`config.mk`:
```
export PLATFORM = sky130hd
export DESIGN_NAME = regfile_wb_arbiter
export DESIGN_NICKNAME = d
export VERILOG_FILES = /design/src/rtl/regfile_wb_arbiter.sv
export SDC_FILE = /design/constraint.sdc
export NUM_CORES = 1
export LEC_CHECK = 0
export BUFFER_PORTS_ARGS = -buffer_cell sky130_fd_sc_hd__clkbuf_2
export CORE_ASPECT_RATIO = 1.5
export CORE_MARGIN = 2
export CORE_UTILIZATION = 30
export DETAILED_ROUTE_END_ITERATION = 8
export HOLD_SLACK_MARGIN = 0.15
export SLEW_MARGIN = 20
export SYNTH_ARGS = -nofsm -noshare
export SYNTH_HDL_FRONTEND = slang
export SYNTH_SLANG_ARGS = --single-unit
```
`constraint.sdc`:
```
create_clock -name clk -period 3.35 [get_ports clk]
set_input_delay 0 -clock clk [delete_from_list [all_inputs] [get_ports clk]]
set_output_delay 0 -clock clk [all_outputs]
set_load 0.1 [all_outputs]
```
`src/rtl/regfile_wb_arbiter.sv`:
```
// rtl/regfile_wb_arbiter.sv - register file writeback arbiter with pending-write scoreboard
module regfile_wb_arbiter #(
   parameter int DATA_W = 32,
   parameter int ADDR_W = 5,
   parameter int NREG   = 32
) (
   input  logic              clk,
   input  logic              rst,
   input  logic              flush,
   input  logic              rsv_valid,
   input  logic [ADDR_W-1:0] rsv_addr,
   input  logic              a_valid,
   output logic              a_ready,
   input  logic [ADDR_W-1:0] a_addr,
   input  logic [DATA_W-1:0] a_data,
   input  logic              b_valid,
   output logic              b_ready,
   input  logic [ADDR_W-1:0] b_addr,
   input  logic [DATA_W-1:0] b_data,
   output logic              we,
   output logic [ADDR_W-1:0] waddr,
   output logic [DATA_W-1:0] wdata,
   input  logic [ADDR_W-1:0] qaddr1,
   input  logic [ADDR_W-1:0] qaddr2,
   output logic              busy1,
   output logic              busy2,
   output logic [NREG-1:0]   busy_mask
);

   // 1 = source B won the most recent grant, so A has priority on the next conflict
   logic              last_b;
   logic              grant_a;
   logic              grant_b;
   logic              grant;
   logic [ADDR_W-1:0] g_addr;
   logic [DATA_W-1:0] g_data;
   logic [NREG-1:0]   mask_next;

   // Round-robin arbitration; nothing is accepted while reset is held
   always_comb begin
      grant_a = rst && a_valid && (!b_valid || last_b);
      grant_b = rst && b_valid && (!a_valid || !last_b);
      grant   = grant_a || grant_b;
      g_addr  = grant_b ? b_addr : a_addr;
      g_data  = grant_b ? b_data : a_data;
   end

   assign a_ready = grant_a;
   assign b_ready = grant_b;

   // Next scoreboard: grant clears, a younger reservation wins over the clear, flush wins over all
   always_comb begin
      mask_next = busy_mask;
      if (grant) begin
         mask_next[g_addr] = 1'b0;
      end
      if (rsv_valid) begin
         mask_next[rsv_addr] = 1'b1;
      end
      if (flush) begin
         mask_next = '0;
      end
      mask_next[0] = 1'b0;
   end

   // Register the granted write, round-robin pointer and scoreboard
   always_ff @(posedge clk) begin
      if (!rst) begin
         we        <= 1'b0;
         waddr     <= '0;
         wdata     <= '0;
         last_b    <= 1'b1;
         busy_mask <= '0;
      end else begin
         busy_mask <= mask_next;
         if (grant) begin
            we     <= (g_addr != '0);
            waddr  <= g_addr;
            wdata  <= g_data;
            last_b <= grant_b;
         end else begin
            we <= 1'b0;
         end
      end
   end

   // Register 0 is never pending, so its queries fall out of the mask as 0
   assign busy1 = busy_mask[qaddr1];
   assign busy2 = busy_mask[qaddr2];

endmodule

```
== Word-level counts from Yosys, hierarchy flattened ==
Cells that the tools add are included.
W data, S select, Z words.

* Bits in registers: 71
* Output and inout port bits: 74
* Word-level logic and storage cells: 43

* $lt $le $gt $ge: 6
* Multiplexer cells: 12
* Bitwise operators: 4
* Reduce and logical (&&, ||, !) cells: 15

{| class="wikitable"
|+ Operators by type and width
! kind !! count
|-
| $mux W32 || 3
|-
| $and A32 B32 Y32 || 1
|-
| $not A32 Y32 || 1
|-
| $or A32 B32 Y32 || 1
|-
| $lt A5 B6 Y1 const B || 4
|-
| $bmux W1 S5 || 2
|-
| $demux W1 S5 || 2
|-
| $ge A5 B1 Y1 const B || 2
|-
| $logic_and A1 B1 Y1 || 6
|-
| $mux W5 || 1
|-
| $reduce_bool A5 Y1 || 1
|-
| $mux W1 || 4
|-
| $logic_not A1 Y1 || 3
|-
| $logic_or A1 B1 Y1 || 3
|-
| $reduce_and A2 Y1 || 1
|-
| $reduce_or A2 Y1 || 1
|-
| $not A1 Y1 || 1
|}

== Depth between registers and ports, before layout ==
Gate-level depths: netlist of run 1.

* Depth in word-level cells: 13
* Gate-level depth with buffers: 6
* Mapped depth without buffers: 5

== Worst setup path before layout of run 1 ==
Ideal clock, no wire load.

* Kind: register -> output
* Start: register busy_mask[5]
* End: output busy1
* Data arrival time: 2.455 ns
* Slack: 0.895 ns
* Stages on the path, launching flop included: 5
* Path through: dfxtp_1 > mux4_1 > inv_1 > a2111oi_0 > or4_1

* Word-level cells in the longest chain between the ends: 2

{| class="wikitable"
|+ Ends and longest elaborated chain
! what !! RTL line !! RTL
|-
| start, declared || 27 || <nowiki>output logic [NREG-1:0] busy_mask</nowiki>
|-
| start signal, assigned || 75 || <nowiki>busy_mask <= mask_next;</nowiki>
|-
| $bmux W1 S5 || 88 || <nowiki>assign busy1 = busy_mask[qaddr1];</nowiki>
|-
| $mux W1 (not written as such) || 88 ||
|-
| end, declared || 25 || <nowiki>output logic busy1,</nowiki>
|}

No other way between the ends. The select of a mux whose other input is x is not followed.

== Worst setup path in the final report of run 1 ==
* Start: input rst
* End: register wdata[21]

* Word-level cells in the longest chain between the ends: 3

{| class="wikitable"
|+ Ends and longest elaborated chain
! what !! RTL line !! RTL
|-
| start, declared || 8 || <nowiki>input logic rst,</nowiki>
|-
| $logic_and A1 B1 Y1, on equally long branches (2 in series) || 42, 41 ||
|-
| $mux W32 or $logic_or A1 B1 Y1 (tied branches) || 45, 43 ||
|-
| end signal, assigned || 79 || <nowiki>wdata <= g_data;</nowiki>
|-
| end, declared || 22 || <nowiki>output logic [DATA_W-1:0] wdata,</nowiki>
|}

Several ways; a longest one is shown, not always the timed one.
A chain may end at the register's enable or synchronous reset.

==> results of run 1 <==
-- synthesized netlist by cell type, types with 3 or more instances --
cell	instances
sky130_fd_sc_hd__a221oi_1	6
sky130_fd_sc_hd__mux4_1	12
sky130_fd_sc_hd__a22oi_1	4
sky130_fd_sc_hd__buf_6	6
sky130_fd_sc_hd__buf_1	8
sky130_fd_sc_hd__nand4b_1	6
sky130_fd_sc_hd__inv_1	3
sky130_fd_sc_hd__a21oi_1	5
sky130_fd_sc_hd__nand2_1	107
sky130_fd_sc_hd__nand4_1	6
sky130_fd_sc_hd__nor2b_1	8
sky130_fd_sc_hd__o21ai_0	40
sky130_fd_sc_hd__or4_1	4
sky130_fd_sc_hd__a31oi_1	31
sky130_fd_sc_hd__clkbuf_1	22
sky130_fd_sc_hd__a311oi_1	37
sky130_fd_sc_hd__nand3_1	7
sky130_fd_sc_hd__nor3b_1	4
sky130_fd_sc_hd__buf_2	4
sky130_fd_sc_hd__nor2_1	75
sky130_fd_sc_hd__and3b_1	3
sky130_fd_sc_hd__and3_1	5
sky130_fd_sc_hd__or3b_2	4
sky130_fd_sc_hd__dfxtp_1	70
sky130_fd_sc_hd__nand3b_1	7
-- power groups by stage --
stage / Combinational, mW / Sequential [mW] / Clock (mW)
floorplan: 0.205 / 1.18 / 0
global placement: 0.619 / 0.911 / 0
detailed placement: 0.626 / 0.911 / 0
CTS: 0.711 / 0.894 / 0.943
global route: 0.756 / 0.900 / 0.978
finish: 0.713 / 0.895 / 0.917
-- layout make-up --
cell class                      instances  area share
Timing Repair Buffer                  249       0.279
Clock buffer                           15      0.0483
Inverter                                4     0.00252
Multi-Input combinational cell        390       0.402
Sequential cell                        70       0.235
Tap cell                              159      0.0334
-- kinds of logic (layout without fill, tap and decap cells) --
| group | Yosys count | in the layout | synth area share |
|---|---|---|---|
| other | 1 | 1 | 0.000935 |
| and+or+nand+nor | 246 | 246 | 0.284 |
| DFF | 70 | 70 | 0.350 |
| buffers and inverters | 45 | 268 | 0.0556 |
| AOI/OAI and AO/OA | 127 | 127 | 0.214 |
| muxes | 16 | 16 | 0.0955 |
-- routing by layer --
layer | share of wire | routed length, um | vias up
li1 | - | - | 2311
met1 | 0.37 | 5360 | 2198
met2 | 0.53 | 7600 | 223
met3 | 0.074 | 1070 | 24
met4 | 0.023 | 333 | 0
met5 | 0 | 0 | -
-- critical path, delay by kind of cell --
kind	cells	cell delay, ns
buffers and inverters	4	2.10
AND/OR/NAND/NOR	3	0.72
AO/OA/AOI/OAI	1	0.13
-- path summary, 6_finish.rpt --
path / startpoint / slack [ns] / end / cells past startpoint
max: rst / 0.60 / wdata[21] / 8
min reg2reg: busy_mask[12] / 0.57 / busy_mask[12] / 2
min: a_addr[0] / 0.17 / we / 5
max reg2reg: last_b / 0.61 / wdata[21] / 6
-- through the flow --
| stage | cells | util |
|---|---|---|
| 2_1_floorplan | 505 | - |
| 3_3_place_gp | 795 | 0.376 |
| 3_5_place_dp | 795 | 0.376 |
| 4_1_cts | 887 | 0.457 |
| 5_1_grt | 887 | 0.457 |
| 6_report | 887 | 0.457 |
-- registers in the layout, indices dropped and copies added (netlist names) --
| signal | count |
|---|---|
| wdata | 32 |
| busy_mask | 31 |
| waddr | 5 |
| last_b | 1 |
| we | 1 |
==> Implementation_results.wiki, run 1 <==
{| class="wikitable"
! Metric !! Value
|-
| Peak Freq || around 360 MHz
|-
| Clock root buffer || sky130_fd_sc_hd__clkbuf_16
|-
| Worst Hold Margin || 0.168 ns
|-
| Data arrival, critical path || between 2 and 3 ns
|-
| Post-route minimum period || roughly 2.8 ns
|-
| Routed Antenna Nets || 0
|-
| Core Box Area || ~13000 um2
|-
| Clock transition at the registers of the reported paths || 0.05 ns
|-
| Final design instance area without fill || just under 6000 um2
|-
| Total area of sequential cells || around 1400 um2
|-
| Total iterations of the first detailed-routing run || 5
|-
| Met3 usage in global routing || 0.0370
|-
| Total length of routed wires || 14.4 mm
|-
| Portion of the post-synthesis area used by sequential elements || 0.350
|-
| Required @ worst endpoint || 3.57 ns
|-
| Worst-margin pin slew || about 1.1 ns
|-
| Status || finished clean
|-
| Cell row count || 51
|-
| Yosys top cell area share || 0.350
|-
| Gr usage total || 0.197
|-
| Vias in the first global route || 4679
|-
| Yosys warning count || 0
|-
| Post-CTS repair timing setup buffer count || 0
|-
| Final Power || 2.53 mW
|-
| Internal power || 1.66 mW
|-
| Cells after Synth || between 500 and 600
|-
| Combinational power share || 0.282
|-
| Most common library cell in the layout ignoring fill and taps || sky130_fd_sc_hd__clkbuf_2
|-
| Synthesized area per cell || 7.94 um2
|-
| Initial antenna violation count || 0
|-
| Critical Path Slowest Stage Cell || sky130_fd_sc_hd__clkinv_1
|-
| Sequential share of power || 0.354
|-
| HPWL Detailed || 10.3 mm
|-
| Final setup skew || 0.00476 ns
|-
| Fraction of met2 tracks used by global routing || 0.352
|-
| Post-placement setup slack || 1.21 ns
|-
| Wire length of the first global-routing pass || between 20 and 25 mm
|-
| Area of the multi-input gates || 2390 um2
|-
| Sinks on Clock Net || 70
|-
| Total CTS buffers || 9
|-
| Detailed Route Iter0 Violations || 165
|-
| Leading cell types by total area after synthesis || sky130_fd_sc_hd__dfxtp_1 (35%), sky130_fd_sc_hd__nand2_1 (10%), sky130_fd_sc_hd__a311oi_1 (8.1%), sky130_fd_sc_hd__mux4_1 (7.9%), sky130_fd_sc_hd__nor2_1 (7.0%)
|-
| Clock tree from TritonCTS || built
|-
| Nets || ~820
|-
| Final estimated routing congestion in global placement || 0.892
|-
| Crit-path cells || dlygate4sd3_1 > clkbuf_2 > and2_1 > nand2_1 > clkinv_1 > nand2_1 > a311oi_1 > dlygate4sd3_1
|-
| I/O pin count || around 170
|-
| Post_cts resized || 0
|-
| Number of inserted diodes || 0
|-
| Part of the cycle the worst path needs || 0.822
|-
| Fillers || 1276
|-
| Post-synth ARST share || 0
|-
| Max Slew Vio Count || 0
|-
| Final-report setup violation count || 0
|-
| Detail-routed net length per standard cell || 16.2 um
|-
| Power density cells || 424 nW/um2
|-
| Kind of start point of the critical path || primary input
|-
| Vertical die dimension || 146 um
|-
| Total Neg Setup Slack || 0 ns
|-
| Area after detailed placement || 4900 um2
|-
| Grt total ovfl || 0
|-
| Post-route DRC violation count || 0
|-
| CTS hold repair buffers || 77
|-
| Via-per-instance ratio || 5.36
|-
| Reported leakage power || approximately 2.7 nW
|-
| Pin count of the biggest net entering global routing || 40
|-
| Largest buffer count on any clock path || 2
|-
| H-tree depth || 3
|-
| Worst max-slew margin expressed relative to the limit || 0.272
|-
| Worst-skew pair later-pin latency || 0.34 ns
|-
| Area added between synthesis and finish || 48.5%
|-
| Die width || 98.4 um
|-
| Post-synthesis cell type with the largest combined area || sky130_fd_sc_hd__dfxtp_1
|-
| Number of synthesized register bits || 70
|-
| Most frequent cells in the layout || sky130_fd_sc_hd__clkbuf_2 (166), sky130_fd_sc_hd__nand2_1 (107), sky130_fd_sc_hd__dlygate4sd3_1 (77), sky130_fd_sc_hd__nor2_1 (74), sky130_fd_sc_hd__dfxtp_1 (70)
|-
| Setup crit end kind || flop
|-
| Synth Net Count || 600
|-
| Die area || 14300 um2
|-
| Netlist area before placement || 4010 um2
|-
| Unrepaired setup endpoints after global routing || false
|-
| Count of distinct cell types in the synthesized netlist || 38
|-
| Worst Hold Class || in -> reg
|-
| Total vias in the final route || 4756
|-
| Smallest setup slack after layout || 0.597 ns
|-
| Count of buffers inserted at the top-level ports || roughly 170
|-
| Switching power as a share of total power || 0.342
|-
| EDFF count, synth || 0
|-
| Share of total power in the clock network || 0.363
|-
| GRT busiest layer || met2
|-
| Highest cell delay on the worst timing path || 0.84 ns
|-
| Fraction of final layout cells with drive strength greater than 1 || 0.266
|-
| Reported net switching power || 0.865 mW
|-
| Met1 track demand over resource || 0.218
|-
| Final Hold Viols || 0
|-
| Critical Setup Path Class || in -> reg
|-
| Starting Density || 0.308
|-
| Worst supply voltage drop on vdd || 0.269 mV
|-
| Max-cap violation count || 0
|-
| Primary FF master, synth || sky130_fd_sc_hd__dfxtp_1
|-
| Critical Path Fanout Max || 36
|}
Power figures use the tool's default switching activity.
==> run 2, diff against run 1 <==
--- a/config.mk
+++ b/config.mk
@@ -5,6 +5,7 @@
 export SDC_FILE = /design/constraint.sdc
 export NUM_CORES = 1
 export LEC_CHECK = 0
+export ABC_AREA = 1
 export BUFFER_PORTS_ARGS = -buffer_cell sky130_fd_sc_hd__clkbuf_2
 export CORE_ASPECT_RATIO = 1.5
 export CORE_MARGIN = 2
==> constraint.sdc (replaced) <==
create_clock -name clk -period 2.5 [get_ports clk]
set_input_delay 0 -clock clk [delete_from_list [all_inputs] [get_ports clk]]
set_output_delay 0 -clock clk [all_outputs]
set_load 0.1 [all_outputs]
==> run 2 against run 1 <==
Via count barely moved; die area shrank 1.6%; setup slack worse by 0.32 ns; sequential power up 35%; combinational power up 47%; cell count increased by 14%; critical endpoint is now wdata[18].
==> Implementation_results.wiki, run 2 <==
{| class="wikitable"
! Metric !! Value
|-
| Status || finished clean
|-
| Critical Path Slowest Stage Cell || sky130_fd_sc_hd__dlygate4sd3_1
|-
| Worst Hold Class || in -> reg
|-
| Data arrival, critical path || 2.49 ns (-0.48 ns)
|-
| Area added between synthesis and finish || 49.0%
|-
| Post-synthesis cell type with the largest combined area || sky130_fd_sc_hd__dfxtp_1
|-
| Total vias in the final route || 4760 (+0.084%)
|-
| Buffering stage count on the worst path with inverters included || 4 (unchanged)
|-
| Die area || 14100 um2 (-1.6%)
|-
| Grt total ovfl || 0 (unchanged)
|-
| Post-placement setup slack || 0.659 ns (-0.556 ns)
|-
| Peak Freq || between 400 and 500 MHz
|-
| Leading cell types by total area after synthesis || sky130_fd_sc_hd__dfxtp_1 (36%), sky130_fd_sc_hd__nand2_1 (24%), sky130_fd_sc_hd__nand3_1 (10%), sky130_fd_sc_hd__o211ai_1 (7.6%), sky130_fd_sc_hd__inv_1 (5.7%)
|-
| Post-route minimum period || between 2 and 2.5 ns
|-
| I/O pin count || 169 (unchanged)
|-
| Smallest setup slack after layout || 0.279 ns (-0.318 ns)
|-
| Flip-flop count of the largest register after layout || 32 (unchanged)
|-
| Cell row count || 51 (unchanged)
|-
| Met3 usage in global routing || 0.0382 (+0.00120)
|-
| Largest buffer count on any clock path || 2 (unchanged)
|-
| Final-report setup violation count || 0 (unchanged)
|-
| Netlist area before placement || 3940 um2 (-1.7%)
|-
| Worst supply voltage drop on vdd || 0.329 mV (+22%)
|-
| Fillers || 1367 (+7.1%)
|-
| Primary FF master, synth || sky130_fd_sc_hd__dfxtp_1
|-
| Worst max-slew margin expressed relative to the limit || 0.356 (+0.0840)
|-
| Setup crit end kind || flop
|-
| Gr usage total || 0.191 (-0.00558)
|-
| Unrepaired setup endpoints after global routing || false
|-
| Ranking of synthesized cells by instance count || sky130_fd_sc_hd__nand2_1 (250), sky130_fd_sc_hd__nand3_1 (81), sky130_fd_sc_hd__dfxtp_1 (70), sky130_fd_sc_hd__inv_1 (60), sky130_fd_sc_hd__o211ai_1 (40)
|-
| H-tree depth || 3 (unchanged)
|-
| Reported leakage power || 2.81 nW (+5.9%)
|-
| Most frequent cells in the layout || sky130_fd_sc_hd__nand2_1 (250), sky130_fd_sc_hd__clkbuf_2 (166), sky130_fd_sc_hd__nand3_1 (81), sky130_fd_sc_hd__dlygate4sd3_1 (74), sky130_fd_sc_hd__dfxtp_1 (70)
|-
| Nets || 941 (+15%)
|-
| Crit-path leading delay family || buffers and inverters
|-
| Max Slew Vio Count || 0 (unchanged)
|-
| Fraction of final layout cells with drive strength greater than 1 || 0.259 (-0.00796)
|-
| Highest cell delay on the worst timing path || 0.58 ns (-0.26 ns)
|-
| Total area of sequential cells || 1400 um2 (unchanged)
|-
| Post-CTS repair timing setup buffer count || 0 (unchanged)
|-
| Core Box Area || 12900 um2 (-0.98%)
|-
| Clock root buffer || sky130_fd_sc_hd__clkbuf_16
|-
| Synthesized area per cell || 6.35 um2 (-20%)
|-
| Critical Setup Path Class || reg -> reg
|-
| HPWL Detailed || 9.66 mm (-6.6%)
|-
| Portion of the post-synthesis area used by sequential elements || 0.355 (+0.00588)
|-
| Kind of start point of the critical path || flop
|-
| Required @ worst endpoint || 2.76 ns (-0.81 ns)
|-
| Worst-margin pin slew || 0.959 ns (-0.127 ns)
|-
| Via-per-instance ratio || 4.71 (-12%)
|-
| Power density cells || 582 nW/um2 (+37%)
|-
| Count of distinct cell types in the synthesized netlist || 28 (-26%)
|-
| Final Hold Viols || 0 (unchanged)
|-
| Die width || 97.6 um (-0.80%)
|-
| Max-cap violation count || 0 (unchanged)
|-
| Count of buffers inserted at the top-level ports || 167 (unchanged)
|-
| Yosys top cell area share || 0.355 (+0.00588)
|-
| Total iterations of the first detailed-routing run || 4 (-1)
|-
| Total CTS buffers || 9 (unchanged)
|-
| Detailed Route Iter0 Violations || 198 (+20%)
|-
| Area of the multi-input gates || 2130 um2 (-11%)
|-
| Pin count of the biggest net entering global routing || 72 (+80%)
|-
| Vertical die dimension || 144 um (-0.81%)
|-
| Initial antenna violation count || 0 (unchanged)
|-
| Post-synth ARST share || 0 (unchanged)
|-
| Total Neg Setup Slack || 0 ns (unchanged)
|-
| Crit-path cells || nand2_2 > nand2_8 > inv_2 > buf_4 > nand2_1 > nand3_1 > dlygate4sd3_1 > o211ai_1 > inv_1
|-
| Critical Path Fanout Max || 43 (+19%)
|-
| Worst-skew pair later-pin latency || 0.32 ns (-0.02 ns)
|-
| Number of inserted diodes || 0 (unchanged)
|-
| Clock transition at the registers of the reported paths || 0.06 ns (about the same)
|-
| Part of the cycle the worst path needs || 0.889
|-
| Met1 track demand over resource || 0.208 (-0.0102)
|-
| Sinks on Clock Net || 70 (unchanged)
|-
| Top-count cell post-synth || sky130_fd_sc_hd__nand2_1
|-
| Synth Net Count || 716 (+19%)
|-
| Post-route DRC violation count || 0 (unchanged)
|-
| EDFF count, synth || 0 (unchanged)
|-
| Vias in the first global route || 4643 (-0.77%)
|-
| Starting Density || 0.306 (-0.00210)
|-
| Registers with the most flip-flops || wdata (32), busy_mask (31), waddr (5)
|-
| Fraction of met2 tracks used by global routing || 0.365 (+0.0128)
|-
| Final estimated routing congestion in global placement || 0.881 (-1.2%)
|-
| Routed Antenna Nets || 0 (unchanged)
|-
| Total length of routed wires || 13.6 mm (-5.3%)
|-
| Wire length of the first global-routing pass || 22.1 mm (-4.0%)
|-
| Most common library cell in the layout ignoring fill and taps || sky130_fd_sc_hd__nand2_1
|-
| GRT busiest layer || met2
|-
| Yosys warning count || 0 (unchanged)
|-
| Largest reg by FF count || wdata
|-
| Detail-routed net length per standard cell || 13.5 um (-17%)
|-
| Clock tree from TritonCTS || built
|-
| Cells after Synth || 621 (+23%)
|-
| Final setup skew || 0.00524 ns (+0.000477 ns)
|-
| Number of synthesized register bits || 70 (unchanged)
|}
run 2: what timing repair did:
| action | CTS | global route |
|---|---|---|
| endpoints found under the hold margin | 64 | 0 |
| hold buffers | 74 | 0 |
| endpoints found under the setup margin | 0 | 15 |
| gates resized for setup | 0 | 1 |
run 2: path summary, 6_finish.rpt:
path / slack (ns) / cells after the start / end / from
worst max-delay path: 0.28 / 9 / wdata[18] / last_b
worst min-delay path: 0.14 / 5 / waddr[2] / b_addr[2]
worst max register to register: 0.28 / 9 / wdata[18] / last_b
worst min register to register: 0.47 / 2 / waddr[0] / waddr[0]
run 2: tightest hold or removal path, delay by kind of cell:
family,cells,cell delay [ns]
buf+inv,2,0.15
simple gates,1,0.08
compound gates,2,0.19
run 2: final cells by class:
type	count	share of cell area
clock buffer	12	0.0420
clock inverter	4	0.00383
inverter	68	0.0439
timing repair buffer	244	0.275
sequential	70	0.239
tap	159	0.0339
multi-input combinational	453	0.363
run 2: metrics by stage:
stage / utilization / total power [mW] / hold slack (ns) / cell area [um2] / instances
3_3_place_gp: 0.377 / 2.17 / 0.328 / 4860 / 920
6_report: 0.456 / 3.42 / 0.142 / 5870 / 1010
5_1_grt: 0.456 / 3.56 / 0.209 / 5870 / 1010
4_1_cts: 0.455 / 3.43 / 0.152 / 5870 / 1010
2_1_floorplan: - / 1.97 / 0.117 / 3940 / 621
3_5_place_dp: 0.377 / 2.17 / 0.334 / 4860 / 920
run 2: logic make-up after synthesis:
family,count (synthesis),share of synthesized area
flops,70,0.355
buf+inv,98,0.106
simple gates,372,0.409
other cells,1,0.000951
compound gates,80,0.129
run 2: power by group:
group | internal (mW) | switching (mW) | leakage, nW | total [mW]
registers | 1.17 | 0.0340 | 0.574 | 1.21
logic | 0.287 | 0.768 | 2.10 | 1.05
clock network | 0.693 | 0.462 | 0.132 | 1.15
total | 2.15 | 1.26 | 2.81 | 3.42
run 2: per-layer routing:
| metal | up-vias | part of all wire |
|---|---|---|
| met1 | 2128 | 0.39 |
| met5 | - | 0 |
| met4 | 0 | 0.019 |
| met3 | 20 | 0.060 |
| met2 | 158 | 0.53 |
| li1 | 2454 | - |
==> run 3, diff against run 2 <==
--- a/config.mk
+++ b/config.mk
@@ -9,9 +9,10 @@
 export BUFFER_PORTS_ARGS = -buffer_cell sky130_fd_sc_hd__clkbuf_2
 export CORE_ASPECT_RATIO = 1.5
 export CORE_MARGIN = 2
-export CORE_UTILIZATION = 30
+export CORE_UTILIZATION = 44
 export DETAILED_ROUTE_END_ITERATION = 8
 export HOLD_SLACK_MARGIN = 0.15
+export PLACE_DENSITY = 0.78
 export SLEW_MARGIN = 20
 export SYNTH_ARGS = -nofsm -noshare
 export SYNTH_HDL_FRONTEND = slang
==> run 3 against run 2 <==
Clock power rose by 17%; clock skew fell by 0.0013 ns; first-iteration DRC count rose by 88%; die area fell by 31%; design area fell by 0.32%; register-to-register slack got worse by 0.15 ns; clock-buffer cell count rose by 1; global-route usage rose by 12 points; hold slack improved by 0.026 ns; sequential power barely moved; sequential cell count did not move; routed wire length rose by 8.8%.
==> Implementation_results.wiki, run 3 (synthesis gave the netlist of run 2 again) <==
{| class="wikitable"
! Metric !! Value
|-
| Final Power || 3.64 mW (+6.4%)
|-
| Reported net switching power || 1.30 mW (+2.8%)
|-
| Wire length of the first global-routing pass || 23.7 mm (+7.6%)
|-
| Post-CTS repair timing setup buffer count || 0 (unchanged)
|-
| Worst-skew pair later-pin latency || 0.34 ns (+0.02 ns)
|-
| Most frequent cells in the layout || sky130_fd_sc_hd__nand2_1 (250), sky130_fd_sc_hd__clkbuf_2 (166), sky130_fd_sc_hd__nand3_1 (81), sky130_fd_sc_hd__dlygate4sd3_1 (75), sky130_fd_sc_hd__dfxtp_1 (70)
|-
| Die width || 81.3 um (-17%)
|-
| Post-route DRC violation count || 0 (unchanged)
|-
| R2R cell count || 8 (-1)
|-
| H-tree depth || 3 (unchanged)
|-
| Number of inserted diodes || 0 (unchanged)
|-
| Initial antenna violation count || 0 (unchanged)
|-
| Peak Freq || 421 MHz (-6.5%)
|-
| Registers with the most flip-flops || wdata (32), busy_mask (31), waddr (5)
|-
| Detail-routed net length per standard cell || 15.4 um (+14%)
|-
| Pin count of the biggest net entering global routing || 72 (unchanged)
|-
| Sinks on Clock Net || 70 (unchanged)
|-
| Final core area utilization || 0.667 (+0.211)
|-
| Share of total power in the clock network || 0.370 (+0.032)
|-
| Worst max-slew margin expressed relative to the limit || 0.312 (-0.0435)
|-
| Largest reg by FF count || wdata
|-
| Clock transition at the registers of the reported paths || 0.05 ns (about the same)
|-
| Total iterations of the first detailed-routing run || 7 (+3)
|-
| Post-route minimum period || 2.38 ns (+0.155 ns)
|-
| Fraction of final layout cells with drive strength greater than 1 || 0.261 (+0.00204)
|-
| Status || finished clean
|-
| Max-cap violation count || 0 (unchanged)
|-
| Flip-flop count of the largest register after layout || 32 (unchanged)
|-
| Data arrival, critical path || 2.59 ns (+0.10 ns)
|-
| Vias in the first global route || 5127 (+10%)
|-
| Clock tree from TritonCTS || built
|-
| Final setup skew || 0.00398 ns (-0.00126 ns)
|-
| R2R Setup Slk || 0.12 ns (-0.15 ns)
|-
| Area added between synthesis and finish || 48.5%
|-
| Max Slew Vio Count || 0 (unchanged)
|-
| Worst supply voltage drop on vdd || 0.536 mV (+63%)
|-
| Critical Path Fanout Max || 43 (unchanged)
|-
| Kind of start point of the critical path || flop
|-
| Critical Setup Path Class || reg -> reg
|-
| Gr usage total || 0.311 (+0.120)
|-
| End point of the critical path || we
|-
| Setup crit end kind || flop
|-
| Vertical die dimension || 120 um (-17%)
|-
| Required @ worst endpoint || 2.72 ns (-0.04 ns)
|-
| Final estimated routing congestion in global placement || 0.867 (-1.6%)
|-
| Startpoint of the most critical register-to-register path || last_b
|-
| Core Box Area || 8780 um2 (-32%)
|-
| Sequential share of power || 0.333 (-0.021)
|-
| Switching power as a share of total power || 0.357 (-0.0125)
|-
| Internal power || 2.34 mW (+8.5%)
|-
| Detailed Route Iter0 Violations || 373 (+88%)
|-
| HPWL Detailed || 9.26 mm (-4.2%)
|-
| Total vias in the final route || 5223 (+9.7%)
|-
| Final Hold Viols || 0 (unchanged)
|-
| Worst-margin pin slew || 1.02 ns (+0.0648 ns)
|-
| Total CTS buffers || 9 (unchanged)
|-
| Die area || 9750 um2 (-31%)
|-
| Grt total ovfl || 0 (unchanged)
|-
| Most common library cell in the layout ignoring fill and taps || sky130_fd_sc_hd__nand2_1
|-
| Nets || 942 (+0.11%)
|-
| Total length of routed wires || 14.8 mm (+8.8%)
|-
| Clock root buffer || sky130_fd_sc_hd__clkbuf_16
|-
| Final-report setup violation count || 0 (unchanged)
|-
| Starting Density || 0.449 (+0.143)
|-
| Via-per-instance ratio || 5.43 (+15%)
|-
| Largest buffer count on any clock path || 2 (unchanged)
|-
| Number of stages on the worst hold path || 5 (unchanged)
|-
| I/O pin count || 169 (unchanged)
|-
| Cell row count || 42 (-18%)
|-
| Routed Antenna Nets || 0 (unchanged)
|-
| Count of buffers inserted at the top-level ports || 167 (unchanged)
|-
| Part of the cycle the worst path needs || 0.950 (+0.0619)
|-
| Terminus of the critical flop-to-flop path || we
|-
| Power density cells || 621 nW/um2 (+6.8%)
|-
| CP startpoint || last_b
|-
| Combinational power share || 0.297 (-0.011)
|-
| Worst Hold Class || in -> reg
|-
| Reported leakage power || 2.85 nW (+1.3%)
|}
run 3: cell types whose count changed in the layout (fill, tap and decap cells not counted), sizes merged:
cell and delta:
bufinv +1, clkinv -1, dlygate4sd3 +1, clkbuf +1, clkinvlp -1
run 3: worst min path at each step:
stage / from / end / slack [ns]
5_1_grt: rst / waddr[0] / 0.21
4_1_cts: b_addr[1] / waddr[1] / 0.17
6_report: b_addr[1] / waddr[1] / 0.17
3_3_place_gp: b_data[27] / wdata[27] / 0.33
3_5_place_dp: b_data[15] / wdata[15] / 0.34
2_1_floorplan: rst / waddr[0] / 0.12
run 3: critical path, stage by stage, from the launching register on:
cell                            delay [ns]
sky130_fd_sc_hd__dfxtp_1              0.34
sky130_fd_sc_hd__nand2_2              0.12
sky130_fd_sc_hd__nand2_4              0.40
sky130_fd_sc_hd__inv_4                0.26
sky130_fd_sc_hd__nand2_1              0.14
sky130_fd_sc_hd__nand2_2              0.11
sky130_fd_sc_hd__nor2_2               0.21
sky130_fd_sc_hd__a31oi_1              0.09
sky130_fd_sc_hd__dlygate4sd3_1        0.57
run 3: power by group through the flow:
stage / Clock (mW) / Sequential (mW) / Combinational [mW]
global route: 1.39 / 1.22 / 1.14
finish: 1.34 / 1.21 / 1.08
global placement: 0 / 1.23 / 0.924
floorplan: 0 / 1.63 / 0.336
detailed placement: 0 / 1.23 / 0.935
CTS: 1.35 / 1.21 / 1.04
run 3: metrics by stage:
stage | std cells | setup TNS (ns) | setup WS, ns | instance area [um2] | hold WS (ns)
global placement | 871 | 0 | 0.583 | 4780 | 0.329
floorplan | 621 | 0 | 0.307 | 3940 | 0.117
CTS | 962 | 0 | 0.0691 | 5850 | 0.168
detailed placement | 871 | 0 | 0.484 | 4780 | 0.337
finish | 962 | 0 | 0.124 | 5860 | 0.169
global route | 962 | -0.00109 | -0.00109 | 5860 | 0.211
run 3: layout make-up:
type                    instances  area [um2]
flip-flops and latches         70        1400
inverters                      68         260
well taps                     110         138
fillers                       691        2920
clock buffers                  13         280
clock inverters                 3        40.0
repair buffers                245        1610
multi-input cells             453        2120
run 3: repair_timing:
action                                 4_1_cts  5_1_grt
hold buffers                                75        0
setup endpoints to repair                    0       10
endpoints found under the hold margin       65        0
gates resized for setup                      0        2
run 3: layer usage:
layer  vias to the layer above  GRT usage  routed length [um]
met4                         0      0.201                 811
met1                      2382      0.336                5300
met2                       316      0.539                7530
met3                        74     0.0534                1150
li1                       2451          -                   -
met5                         -          0                   0
